--- config.mk ---
export PLATFORM = sky130hd
export DESIGN_NAME = vdp_vram_arbiter
export DESIGN_NICKNAME = d
export VERILOG_FILES = /design/src/rtl/vdp_vram_arbiter_pkg.sv /design/src/rtl/vdp_vram_tag_fifo.sv /design/src/rtl/vdp_vram_arbiter.sv
export SDC_FILE = /design/constraint.sdc
export NUM_CORES = 1
export LEC_CHECK = 0
export BUFFER_PORTS_ARGS = -buffer_cell sky130_fd_sc_hd__clkbuf_2
export CORE_AREA = 2 2 147 149
export CTS_CLUSTER_DIAMETER = 60
export CTS_CLUSTER_SIZE = 10
export DETAILED_ROUTE_END_ITERATION = 6
export DIE_AREA = 0 0 149 151
export HOLD_SLACK_MARGIN = 0.12
export PLACE_DENSITY = 0.65
export SETUP_SLACK_MARGIN = 0.3
export SKIP_CTS_REPAIR_TIMING = 1
export SYNTH_ARGS = -nofsm -noshare
export SYNTH_HDL_FRONTEND = slang
export SYNTH_HIERARCHICAL = 1
export SYNTH_SLANG_ARGS = --single-unit
export TNS_END_PERCENT = 10
--- constraint.sdc ---
create_clock -name clk -period 2.9 [get_ports clk]
set_input_delay 0.87 -clock clk [delete_from_list [all_inputs] [get_ports clk]]
set_output_delay 0.87 -clock clk [all_outputs]
set_load 0.02 [all_outputs]
--- src/rtl/vdp_vram_arbiter_pkg.sv ---
// Shared types and constants for the VDP VRAM arbiter and its tag FIFO.
package vdp_vram_arbiter_pkg;

    typedef enum logic [1:0] {
        SCREEN  = 2'd0,
        SPRITE  = 2'd1,
        CPU     = 2'd2,
        COMMAND = 2'd3
    } req_id_e;

    localparam int TAG_FIFO_DEPTH  = 4;
    localparam int BOOST_THRESHOLD = 16;
    localparam int TAG_PTR_W       = $clog2(TAG_FIFO_DEPTH);
    localparam int TAG_CNT_W       = TAG_PTR_W + 1;

    function automatic logic [TAG_PTR_W-1:0] tag_ptr_inc(input logic [TAG_PTR_W-1:0] p);
        return (p == TAG_PTR_W'(TAG_FIFO_DEPTH - 1)) ? '0 : p + 1'b1;
    endfunction

endpackage

--- src/rtl/vdp_vram_tag_fifo.sv ---
// Small FIFO of requester IDs for reads accepted by VRAM and not yet returned.
module vdp_vram_tag_fifo
    import vdp_vram_arbiter_pkg::*;
(
    input  logic                 clk,
    input  logic                 reset_n,
    input  logic                 push,
    input  logic [1:0]           push_data,
    input  logic                 pop,
    output logic [1:0]           pop_data,
    output logic                 full,
    output logic                 empty,
    output logic [TAG_CNT_W-1:0] count
);

    logic [TAG_FIFO_DEPTH-1:0][1:0] mem_q, mem_d;
    logic [TAG_PTR_W-1:0]           wr_ptr_q, wr_ptr_d, rd_ptr_q, rd_ptr_d;
    logic [TAG_CNT_W-1:0]           count_q, count_d;
    logic                           do_push, do_pop;

    assign full     = (count_q == TAG_CNT_W'(TAG_FIFO_DEPTH));
    assign empty    = (count_q == '0);
    assign count    = count_q;
    assign pop_data = mem_q[rd_ptr_q];

    // A pop frees a slot in the same cycle, so push+pop on a full FIFO is legal.
    always_comb begin
        do_pop   = pop && !empty;
        do_push  = push && (!full || do_pop);
        mem_d    = mem_q;
        wr_ptr_d = wr_ptr_q;
        rd_ptr_d = rd_ptr_q;
        if (do_push) begin
            mem_d[wr_ptr_q] = push_data;
            wr_ptr_d        = tag_ptr_inc(wr_ptr_q);
        end
        if (do_pop) begin
            rd_ptr_d = tag_ptr_inc(rd_ptr_q);
        end
        count_d = count_q + TAG_CNT_W'(do_push) - TAG_CNT_W'(do_pop);
    end

    always_ff @(posedge clk) begin
        if (!reset_n) begin
            mem_q    <= '0;
            wr_ptr_q <= '0;
            rd_ptr_q <= '0;
            count_q  <= '0;
        end else begin
            mem_q    <= mem_d;
            wr_ptr_q <= wr_ptr_d;
            rd_ptr_q <= rd_ptr_d;
            count_q  <= count_d;
        end
    end

endmodule

--- src/rtl/vdp_vram_arbiter.sv ---
// Fixed-priority VRAM arbiter (screen > sprite > cpu > command) with tagged read return.
// Define VDP_VRAM_CPU_BOOST_EN to lift a starved cpu above sprite after BOOST_THRESHOLD cycles.
module vdp_vram_arbiter
    import vdp_vram_arbiter_pkg::*;
(
    input  logic        clk,
    input  logic        reset_n,
    input  logic [16:0] screen_mode_vram_address,
    input  logic        screen_mode_vram_valid,
    output logic        screen_mode_vram_ready,
    output logic [31:0] screen_mode_vram_rdata,
    output logic        screen_mode_vram_rdata_en,
    input  logic [16:0] sprite_vram_address,
    input  logic        sprite_vram_valid,
    output logic        sprite_vram_ready,
    output logic [31:0] sprite_vram_rdata,
    output logic        sprite_vram_rdata_en,
    input  logic [16:0] cpu_vram_address,
    input  logic        cpu_vram_valid,
    input  logic        cpu_vram_write,
    input  logic [7:0]  cpu_vram_wdata,
    output logic        cpu_vram_ready,
    output logic [31:0] cpu_vram_rdata,
    output logic        cpu_vram_rdata_en,
    input  logic [16:0] command_vram_address,
    input  logic        command_vram_valid,
    input  logic        command_vram_write,
    input  logic [7:0]  command_vram_wdata,
    output logic        command_vram_ready,
    output logic [31:0] command_vram_rdata,
    output logic        command_vram_rdata_en,
    output logic [16:0] vram_address,
    output logic        vram_valid,
    output logic        vram_write,
    output logic [7:0]  vram_wdata,
    input  logic        vram_ready,
    input  logic [31:0] vram_rdata,
    input  logic        vram_rdata_en
);

    logic                 vram_valid_q, vram_valid_d;
    logic                 vram_write_q, vram_write_d;
    logic [16:0]          vram_address_q, vram_address_d;
    logic [7:0]           vram_wdata_q, vram_wdata_d;
    req_id_e              vram_id_q, vram_id_d;
    logic [3:0][31:0]     rdata_q, rdata_d;
    logic [3:0]           rdata_en_q, rdata_en_d;
    logic                 tag_underflow_q, tag_underflow_d;
    logic                 tag_full, tag_empty;
    logic [1:0]           tag_head;
    logic [TAG_CNT_W-1:0] tag_count;
    logic                 accept_rd, rd_ok, grant, cpu_boost;
    req_id_e              win;

    assign vram_valid   = vram_valid_q;
    assign vram_write   = vram_write_q;
    assign vram_address = vram_address_q;
    assign vram_wdata   = vram_wdata_q;

    assign screen_mode_vram_rdata    = rdata_q[SCREEN];
    assign sprite_vram_rdata         = rdata_q[SPRITE];
    assign cpu_vram_rdata            = rdata_q[CPU];
    assign command_vram_rdata        = rdata_q[COMMAND];
    assign screen_mode_vram_rdata_en = rdata_en_q[SCREEN];
    assign sprite_vram_rdata_en      = rdata_en_q[SPRITE];
    assign cpu_vram_rdata_en         = rdata_en_q[CPU];
    assign command_vram_rdata_en     = rdata_en_q[COMMAND];

    // A read sitting in the output register already owns a tag slot, so a new read is
    // only latched if the FIFO can still hold it after the current one is pushed.
    assign accept_rd = vram_valid_q && vram_ready && !vram_write_q;
    assign rd_ok     = !tag_full && ((32'(tag_count) + 32'(accept_rd)) < 32'(TAG_FIFO_DEPTH));

    always_comb begin
        grant = 1'b0;
        win   = SCREEN;
        if (!vram_valid_q || vram_ready) begin
            if (screen_mode_vram_valid && rd_ok) begin
                grant = 1'b1; win = SCREEN;
            end else if (cpu_boost && cpu_vram_valid && (cpu_vram_write || rd_ok)) begin
                grant = 1'b1; win = CPU;
            end else if (sprite_vram_valid && rd_ok) begin
                grant = 1'b1; win = SPRITE;
            end else if (cpu_vram_valid && (cpu_vram_write || rd_ok)) begin
                grant = 1'b1; win = CPU;
            end else if (command_vram_valid && (command_vram_write || rd_ok)) begin
                grant = 1'b1; win = COMMAND;
            end
        end
    end

    assign screen_mode_vram_ready = grant && (win == SCREEN);
    assign sprite_vram_ready      = grant && (win == SPRITE);
    assign cpu_vram_ready         = grant && (win == CPU);
    assign command_vram_ready     = grant && (win == COMMAND);

    always_comb begin
        vram_valid_d   = vram_valid_q && !vram_ready;
        vram_write_d   = vram_write_q;
        vram_address_d = vram_address_q;
        vram_wdata_d   = vram_wdata_q;
        vram_id_d      = vram_id_q;
        if (grant) begin
            vram_valid_d = 1'b1;
            vram_id_d    = win;
            case (win)
                SCREEN: begin
                    vram_address_d = screen_mode_vram_address;
                    vram_write_d   = 1'b0;
                    vram_wdata_d   = 8'h00;
                end
                SPRITE: begin
                    vram_address_d = sprite_vram_address;
                    vram_write_d   = 1'b0;
                    vram_wdata_d   = 8'h00;
                end
                CPU: begin
                    vram_address_d = cpu_vram_address;
                    vram_write_d   = cpu_vram_write;
                    vram_wdata_d   = cpu_vram_write ? cpu_vram_wdata : 8'h00;
                end
                default: begin
                    vram_address_d = command_vram_address;
                    vram_write_d   = command_vram_write;
                    vram_wdata_d   = command_vram_write ? command_vram_wdata : 8'h00;
                end
            endcase
        end
        rdata_d         = rdata_q;
        rdata_en_d      = '0;
        tag_underflow_d = tag_underflow_q || (vram_rdata_en && tag_empty);
        if (vram_rdata_en && !tag_empty) begin
            rdata_d[tag_head]    = vram_rdata;
            rdata_en_d[tag_head] = 1'b1;
        end
    end

    always_ff @(posedge clk) begin
        if (!reset_n) begin
            vram_valid_q    <= 1'b0;
            vram_write_q    <= 1'b0;
            vram_address_q  <= '0;
            vram_wdata_q    <= '0;
            vram_id_q       <= SCREEN;
            rdata_q         <= '0;
            rdata_en_q      <= '0;
            tag_underflow_q <= 1'b0;
        end else begin
            vram_valid_q    <= vram_valid_d;
            vram_write_q    <= vram_write_d;
            vram_address_q  <= vram_address_d;
            vram_wdata_q    <= vram_wdata_d;
            vram_id_q       <= vram_id_d;
            rdata_q         <= rdata_d;
            rdata_en_q      <= rdata_en_d;
            tag_underflow_q <= tag_underflow_d;
        end
    end

`ifdef VDP_VRAM_CPU_BOOST_EN
    logic [4:0] boost_cnt_q, boost_cnt_d;

    assign cpu_boost = (boost_cnt_q >= 5'(BOOST_THRESHOLD));

    // Saturates at the threshold so a long-blocked cpu stays boosted until granted.
    always_comb begin
        boost_cnt_d = boost_cnt_q;
        if (cpu_vram_ready) begin
            boost_cnt_d = '0;
        end else if (cpu_vram_valid && !cpu_boost) begin
            boost_cnt_d = boost_cnt_q + 5'd1;
        end
    end

    always_ff @(posedge clk) begin
        if (!reset_n) begin
            boost_cnt_q <= '0;
        end else begin
            boost_cnt_q <= boost_cnt_d;
        end
    end
`else
    assign cpu_boost = 1'b0;
`endif

    vdp_vram_tag_fifo u_tag_fifo (
        .clk       (clk),
        .reset_n   (reset_n),
        .push      (accept_rd),
        .push_data (vram_id_q),
        .pop       (vram_rdata_en),
        .pop_data  (tag_head),
        .full      (tag_full),
        .empty     (tag_empty),
        .count     (tag_count)
    );

endmodule

# Yosys cells after proc, flatten, opt, wreduce, memory -nomap -nowiden
# Cells that the tools add are included.
# classes
n_addsub,5
order_cmp,6
eq_ne,6
muxes,28
n_reduce_logical,29
# ops
cell,count
bitwise mux 128 bit,1
demux 32 bit (select 2 bit),1
one-hot mux 17 bit (3 select lines),1
two-way mux 32 bit,1
two-way mux 2 bit,9
logical AND 1 bit,16
two-way mux 8 bit,2
one-hot mux 8 bit (2 select lines),1
< comparator 2 x 3 -> 1 bit (second input constant),3
bitwise mux 8 bit,1
equality test 2 bit (second input constant),4
two-way mux 1 bit,7
zero test 1 bit,5
adder 2 x 1 -> 2 bit (second input constant),2
adder 3 x 1 -> 4 bit,1
binary-select mux 2 bit (select 2 bit),1
demux 2 bit (select 2 bit),1
greater-or-equal comparator 2 x 1 -> 1 bit (second input constant),2
logical OR 1 bit,4
< comparator 4 x 3 -> 1 bit (second input constant),1
adder 3 x 1 -> 3 bit,1
equality test 3 bit (second input constant),1
zero test 3 bit,1
subtractor 3 x 1 -> 3 bit,1
6 further kinds,6
# totals
regBits,176
in_bits,126
elab_cells,91

# Depth between registers and ports, before layout
# Gate-level depths: netlist (run 1).
# depth
depth_word,15
ltp_mapped,11
mapped_depth_nobuf,11

# Hierarchy
# The synthesis (run 1) kept the hierarchy.
# by_module_without_submodules
mod,instances,cells_per_inst,area_each_um2,seq_area_each_um2
vdp_vram_arbiter,1,813,6382.4,3223.1
vdp_vram_tag_fifo,1,82,790.8,300.3

# Worst setup path before layout (run 1)
# Ideal clock, no wire load.
# synth_path
kind,input-to-output
from,input vram_ready
to,output screen_mode_vram_ready
t_arrival_ns,2.394
t_required_ns,2.030
slack_ns,-0.364
stages,5
n_path_buf,0
cell_sequence,nand3b_4 -> o221a_2 -> nor3_1 -> a21oi_1 -> and2_1
# synth_via
elab_chain_len,14
# synth_lines
element,line_no,source
"start, declared",vdp_vram_arbiter.sv:36,"input logic vram_ready,"
logical AND 1 bit (2 in a row),vdp_vram_arbiter.sv:71,assign accept_rd = vram_valid_q && vram_ready && !vram_write_q;
adder 3 x 1 -> 4 bit,vdp_vram_arbiter.sv:72,assign rd_ok = !tag_full && ((32'(tag_count) + 32'(accept_rd)) < 32'(TAG_FIFO_DEPTH));
< comparator 4 x 3 -> 1 bit,vdp_vram_arbiter.sv:72,
logical AND 1 bit,vdp_vram_arbiter.sv:72,
logical OR 1 bit,vdp_vram_arbiter.sv:86,end else if (command_vram_valid && (command_vram_write || rd_ok)) begin
logical AND 1 bit,vdp_vram_arbiter.sv:86,
two-way mux 2 bit,vdp_vram_arbiter.sv:86,
two-way mux 2 bit,vdp_vram_arbiter.sv:84,end else if (cpu_vram_valid && (cpu_vram_write || rd_ok)) begin
two-way mux 2 bit,vdp_vram_arbiter.sv:82,end else if (sprite_vram_valid && rd_ok) begin
two-way mux 2 bit,vdp_vram_arbiter.sv:78,if (screen_mode_vram_valid && rd_ok) begin
two-way mux 2 bit,vdp_vram_arbiter.sv:77,if (!vram_valid_q || vram_ready) begin
zero test 2 bit,vdp_vram_arbiter.sv:92,assign screen_mode_vram_ready = grant && (win == SCREEN);
logical AND 1 bit (*),vdp_vram_arbiter.sv:92,
"end, declared",vdp_vram_arbiter.sv:10,"output logic screen_mode_vram_ready,"
# Every way passes the cells marked *; elsewhere a longest branch is shown, timed or not.

# Worst setup path after layout (run 1)
# Ends and elaborated chain as after synthesis.

==> results by group, run 1 <==
Logic synthesis
  • Register bit total from synthesis: 176
  • YS warnings: 6
  • Largest area contributor in the netlist: dfxtp_1
  • Post-synth top area share: 49.1%
  • Asr flop ratio synth: 0%
  • Syn Std Cell Area: 0.00717 mm²
  • Cell variety after synth: 52
  • Post-synthesis sequential area ratio: 49.1%
  • Top-count cell post-synth: nand2_1
  • Synth area leaders: dfxtp_1 49%, nand2_1 16%, a21oi_1 11%
  • Synth Net Count: 1029
  • EDFF count, synth: 0
  • Avg Inst Size Synth: 8.01 µm²
  • Top FF cell, synth: dfxtp_1
  • Ranking of synthesized cells by instance count: 298 x nand2_1, 176 x dfxtp_1, 151 x a21oi_1
  • Cells after synthesis: 895

Final layout
  • Area added between synthesis and finish: 37.0%
  • Post-route cell area: 0.00983 mm²
  • Share of cells above drive strength 1: 33.5%
  • Antenna diodes: 0
  • Layout Nets: 1321
  • Post-layout util: 47.2%

Status
  • Status: finished with violations
  • Failing checks: setup timing

Floorplan
  • Die ar.: 0.0225 mm²
  • Placeable Area: 0.0208 mm²
  • Die Height: 151 µm
  • Num rows: 53
  • Die Width: 149 µm
  • Initial Util: 34.4%
  • # IOs: 289

CTS
  • CTS Sinks: 176
  • CTS tree: yes
  • Htree depth: 4
  • Worst-path clk slew: 0.07 ns
  • Clk buf depth: 2
  • Num CTS Buffers: 17
  • Root buf cell: clkbuf_16
  • Clk_lat worst skew: 0.43 ns

Global routing
  • Largest net degree at the start of global routing: 72
  • GRT overflow: 0
  • Vias in the first global route: 6910
  • First-pass GRT wire length: 36400 µm
  • Initial antenna violation count: 0
  • GRT Util Overall: 20.5%

Critical path
  • Crit-path cells: buf_8 -> nand3b_4 -> o311ai_4 -> and2_4 -> a21oi_4 -> and2_4 -> buf_6
  • Worst stage delay on the critical path: 0.42 ns
  • CP Buf/Inv Count: 2
  • Type of destination of the critical path: output pin
  • Most frequent cell on the critical path: and2_4
  • Cell family with most CP delay: simple AND/OR/NAND/NOR gates
  • Worst EP arrival: 2.05 ns
  • Slowest CP cell: o311ai_4
  • CP Class: in -> out
  • CP Data Required Time: 2.03 ns
  • CP Launch Type: input port
  • Max Fanout on Critical Path: 7

STA
  • Fin. Hold Viols: 0
  • Setup TNS: -0.0247 ns
  • Slew @ Worst Pin: 0.763 ns
  • Setup Viol. Count Final: 1
  • Post-Route Skew: 0.0139 ns
  • Max-Slew Margin vs Limit: 49.1%
  • RSZ-0062 raised after global routing: yes
  • Setup ws final: -0.0247 ns
  • Final min period: 2.92 ns
  • Max Clock Freq: 342 MHz
  • Slew Limit Fails: 0
  • Tcrit/Tclk final: 101%

Routing
  • DRT Wirelength: 23900 µm
  • First-pass DRT Iterations: 4
  • Initial DRC count: 359
  • Via-per-instance ratio: 5.01
  • # DRC: 0
  • Final ANT Viol Nets: 0
  • Per-cell routed wire length: 16.2 µm
  • Vias: 7385

Placed design
  • PortBufs: 288
  • Placed Area: 0.00913 mm²
  • GPL Wtd Cong: 0.856
  • HPWL Detailed: 17000 µm

Pwr
  • VDD IR max: 410 µV
  • Pwr dens: 761 mW/mm²
  • Leakage: 0.00418 µW

Min path
  • Min-delay worst type: reg -> reg

Run
  • MaxCap Viol Count: 0
state kept, by name, summed over array words and instances (netlist names), 2 cells and up:
signal / flops
command_vram_rdata: 32
cpu_vram_rdata: 32
rdata_en_q: 4
screen_mode_vram_rdata: 32
sprite_vram_rdata: 32
u_tag_fifo/count: 3
u_tag_fifo/mem_q: 8
u_tag_fifo/rd_ptr_q: 2
u_tag_fifo/wr_ptr_q: 2
vram_address: 17
vram_id_q: 2
vram_wdata: 8
path summary, 6_finish.rpt:
path,start,end,slack [ns],depth (start not counted)
worst min register to register,command_vram_rdata[24]$_SDFFE_PN0P_,command_vram_rdata[24]$_SDFFE_PN0P_,0.45,2
worst max register to register,vram_write$_SDFFE_PN0N_,u_tag_fifo/count[2]$_SDFF_PN0_,0.52,13
worst min-delay path,command_vram_rdata[24]$_SDFFE_PN0P_,command_vram_rdata[24]$_SDFFE_PN0P_,0.45,2
worst max-delay path,vram_ready,screen_mode_vram_ready,-0.02,7
area by class of cell:
| type | count | area [µm²] |
|---|---|---|
| Clock buffer | 18 | 439 |
| Timing Repair Buffer | 335 | 1860 |
| Tap cell | 275 | 344 |
| Fill cell | 2087 | 11000 |
| Inverter | 10 | 45.0 |
| Multi-Input combinational cell | 647 | 3460 |
| Sequential cell | 176 | 3530 |
| Clock inverter | 14 | 149 |
power by group:
group          total (µW)  internal [µW]  switching [µW]
Sequential           2900           2690             209
Clock                2280           1170            1110
Combinational        2300            920            1380
Total                7480           4780            2700
per-stage QoR:
| stage | cells | worst slack (ns) | hold slack (ns) | total power, µW |
|---|---|---|---|---|
| 6_report | 1475 | -0.0247 | 0.453 | 7480 |
| 5_1_grt | 1475 | -0.0955 | 0.469 | 7880 |
| 4_1_cts | 1472 | -0.149 | 0.456 | 7470 |
| 3_5_place_dp | 1440 | -0.142 | 0.446 | 5180 |
| 3_3_place_gp | 1440 | -0.125 | 0.441 | 5150 |
| 2_1_floorplan | 895 | 0.0180 | 0.432 | 4330 |
cells by family (layout without fill, tap and decap cells):
| group | count (synthesis) | count (layout) | synth area share (%) |
|---|---|---|---|
| AND/OR/NAND/NOR | 372 | 372 | 21.9 |
| XOR/XNOR | 2 | 2 | 0.244 |
| multiplexers | 12 | 12 | 2.02 |
| adder cells (fa/ha/maj) | 8 | 8 | 1.50 |
| flip-flops | 176 | 176 | 49.1 |
| AO/OA/AOI/OAI | 253 | 253 | 21.2 |
| buffers and inverters | 72 | 377 | 4.05 |
routing by layer:
layer	GRT usage, %	vias to the layer above	share of wire, %
met3	4.76	40	7.9
li1	-	3648	-
met4	7.90	0	2.4
met5	0	-	0
met1	24.6	3382	41
met2	35.6	315	49
worst min-delay path: stages (launching register included):
cell     delay (ns)
dfxtp_1        0.31
nand2_1        0.05
a21oi_1        0.05
cell usage in the layout (no fill, tap or decap), types with 3 or more instances in the layout:
master       n
nand2b_1    11
o22ai_1     16
buf_4       42
dfxtp_1    174
inv_8        3
ha_1         7
buf_12       3
clkbuf_16   17
buf_6        4
mux2i_1     10
clkinv_4     5
nand2_1    297
inv_6        3
clkinv_8     3
and2_1       4
a31oi_1     15
o21ai_0     20
nand3_1     12
a221oi_1     8
clkbuf_2   285
a21oi_1    150
or3_1        3
inv_1        7
a22o_1      16
nor2_1      24
nor2b_1      3
a22oi_1      8
and3_1       3
Power figures use the tool's default switching activity.
==> run 2: changes to the inputs <==
--- a/config.mk
+++ b/config.mk
@@ -13,6 +13,7 @@
 export DIE_AREA = 0 0 149 151
 export HOLD_SLACK_MARGIN = 0.12
 export PLACE_DENSITY = 0.65
+export REMOVE_ABC_BUFFERS = 1
 export SETUP_SLACK_MARGIN = 0.3
 export SKIP_CTS_REPAIR_TIMING = 1
 export SYNTH_ARGS = -nofsm -noshare
==> results by group, run 2 (synthesized netlist as in run 1, its figures left out) <==
Final layout
  • Post-route cell area: 0.00984 mm²
  • Most frequent cells in the layout: 297 x nand2_1, 284 x clkbuf_2, 173 x dfxtp_1
  • # fillers: 2090
  • Area added between synthesis and finish: 37.1%
  • Share of cells above drive strength 1: 33.2%
  • Layout Nets: 1318
  • Antenna diodes: 0
  • Finished Layout Cells: 1471
  • Commonest non-fill, non-tap cell in the layout: nand2_1

Floorplan
  • # IOs: 289
  • Initial Util: 34.4%
  • Die Width: 149 µm
  • Num rows: 53
  • Die Height: 151 µm
  • Die ar.: 0.0225 mm²
  • Placeable Area: 0.0208 mm²

Routing
  • DRT Wirelength: 24800 µm
  • Per-cell routed wire length: 16.8 µm
  • # DRC: 0
  • Final ANT Viol Nets: 0
  • Via-per-instance ratio: 5.00
  • Vias: 7357
  • First-pass DRT Iterations: 5
  • Initial DRC count: 290

Critical path
  • CP Data Required Time: 2.03 ns
  • Crit path launch: vram_ready
  • Slowest CP cell: o311ai_4
  • Max Fanout on Critical Path: 7
  • R2r startpoint: u_tag_fifo/count[2]$_SDFF_PN0_
  • Setup crit end: screen_mode_vram_ready
  • Crit-path cells: buf_4 -> nand3b_4 -> o311ai_4 -> buf_4 -> nor3_4 -> a21oi_2 -> and2_4 -> buf_6
  • Worst stage delay on the critical path: 0.30 ns
  • Flop2flop setup slack: 0.35 ns
  • CP Depth: 8
  • CP Launch Type: input port
  • Most frequent cell on the critical path: buf_4
  • Worst R2R Path Depth: 11
  • Endpoint of the lowest-slack register-to-register path: u_tag_fifo/count[2]$_SDFF_PN0_
  • Cell family with most CP delay: compound AO/OA/AOI/OAI gates
  • Worst EP arrival: 2.03 ns
  • CP Class: in -> out
  • Type of destination of the critical path: output pin
  • CP Buf/Inv Count: 3

Placed design
  • Placed cells: 1435
  • HPWL Detailed: 17600 µm
  • GPL Wtd Cong: 0.916
  • Placed Area: 0.00909 mm²
  • PortBufs: 288

Global routing
  • Largest net degree at the start of global routing: 134
  • First-pass GRT wire length: 37200 µm
  • Initial antenna violation count: 0
  • GRT Util Overall: 21.3%
  • GRT overflow: 0
  • Vias in the first global route: 6857

Status
  • Status: finished, final reports clean

CTS
  • Root buf cell: clkbuf_16
  • Clk_lat worst skew: 0.43 ns
  • Htree depth: 4
  • Worst-path clk slew: 0.06 ns
  • Num CTS Buffers: 17
  • CTS tree: yes
  • Clk buf depth: 2
  • CTS Sinks: 176

STA
  • Slew @ Worst Pin: 0.657 ns
  • Setup Viol. Count Final: 0
  • Fin. Hold Viols: 0
  • Tcrit/Tclk final: 99.9%
  • Slew Limit Fails: 0
  • RSZ-0062 raised after global routing: yes
  • Max Clock Freq: 345 MHz
  • Post-Route Skew: 0.0121 ns
  • Max-Slew Margin vs Limit: 56.2%
  • Final min period: 2.90 ns

Pwr
  • VDD IR max: 368 µV
  • Pwr dens: 761 mW/mm²
  • Leakage: 0.00417 µW

Run
  • MaxCap Viol Count: 0

Min path
  • Min-delay worst type: reg -> reg
==> run 2: cell type report <==
cell class	instances	area, µm²	area share [%]
clock buffer	17	425	4.33
inverter	10	40.0	0.407
multi-input combinational	647	3470	35.3
sequential	176	3530	35.9
timing repair buffer	332	1880	19.1
tap	275	344	3.50
clock inverter	14	144	1.46
==> run 2: power by group <==
group / leakage, µW / internal (µW) / switching, µW
clock: 0.000269 / 1140 / 1090
sequential: 0.00143 / 2700 / 208
combinational: 0.00247 / 941 / 1410
==> run 2: per-layer routing <==
| metal | global-route usage, % | up-vias | share of wire (%) |
|---|---|---|---|
| li1 | - | 3626 | - |
| met1 | 25.7 | 3373 | 41 |
| met2 | 36.6 | 326 | 48 |
| met3 | 6.11 | 32 | 9.1 |
| met4 | 6.90 | 0 | 2.2 |
| met5 | 0 | - | 0 |
==> run 2: metrics by stage <==
step           hold slack [ns]  power, µW  worst slack (ns)  TNS [ns]  utilization, %
4_1_cts                  0.456       7380            -0.217    -0.556            46.4
3_5_place_dp             0.446       5140           -0.0480   -0.0614            43.6
3_3_place_gp             0.440       5130           -0.0679   -0.0679            43.6
5_1_grt                  0.471       7870           -0.0511   -0.0673            47.2
2_1_floorplan            0.432       4210            -0.844    -47.42               -
6_report                 0.453       7480           0.00351         0            47.2
==> run 2: worst reg2reg max path, delay by kind of cell (launching register included) <==
family                     cells  cell delay [ns]
buffers and inverters          4             0.41
xor gates and xnor gates       2             0.27
AOI/OAI and AO/OA              1             0.52
and+or+nand+nor                1             0.15
adders and majority gates      3             0.79
DFF                            1             0.32
==> run 2: worst min-delay path by stage <==
stage,slack (ns),cells after the start,from,to
6_report,0.45,2,sprite_vram_rdata[14]$_SDFFE_PN0P_,sprite_vram_rdata[14]$_SDFFE_PN0P_
5_1_grt,0.47,2,sprite_vram_rdata[14]$_SDFFE_PN0P_,sprite_vram_rdata[14]$_SDFFE_PN0P_
4_1_cts,0.46,2,cpu_vram_rdata[29]$_SDFFE_PN0P_,cpu_vram_rdata[29]$_SDFFE_PN0P_
3_5_place_dp,0.45,2,cpu_vram_rdata[29]$_SDFFE_PN0P_,cpu_vram_rdata[29]$_SDFFE_PN0P_
3_3_place_gp,0.44,2,u_tag_fifo/mem_q[5]$_SDFFE_PN0P_,u_tag_fifo/mem_q[5]$_SDFFE_PN0P_
2_1_floorplan,0.43,2,u_tag_fifo/mem_q[4]$_SDFFE_PN0P_,u_tag_fifo/mem_q[4]$_SDFFE_PN0P_
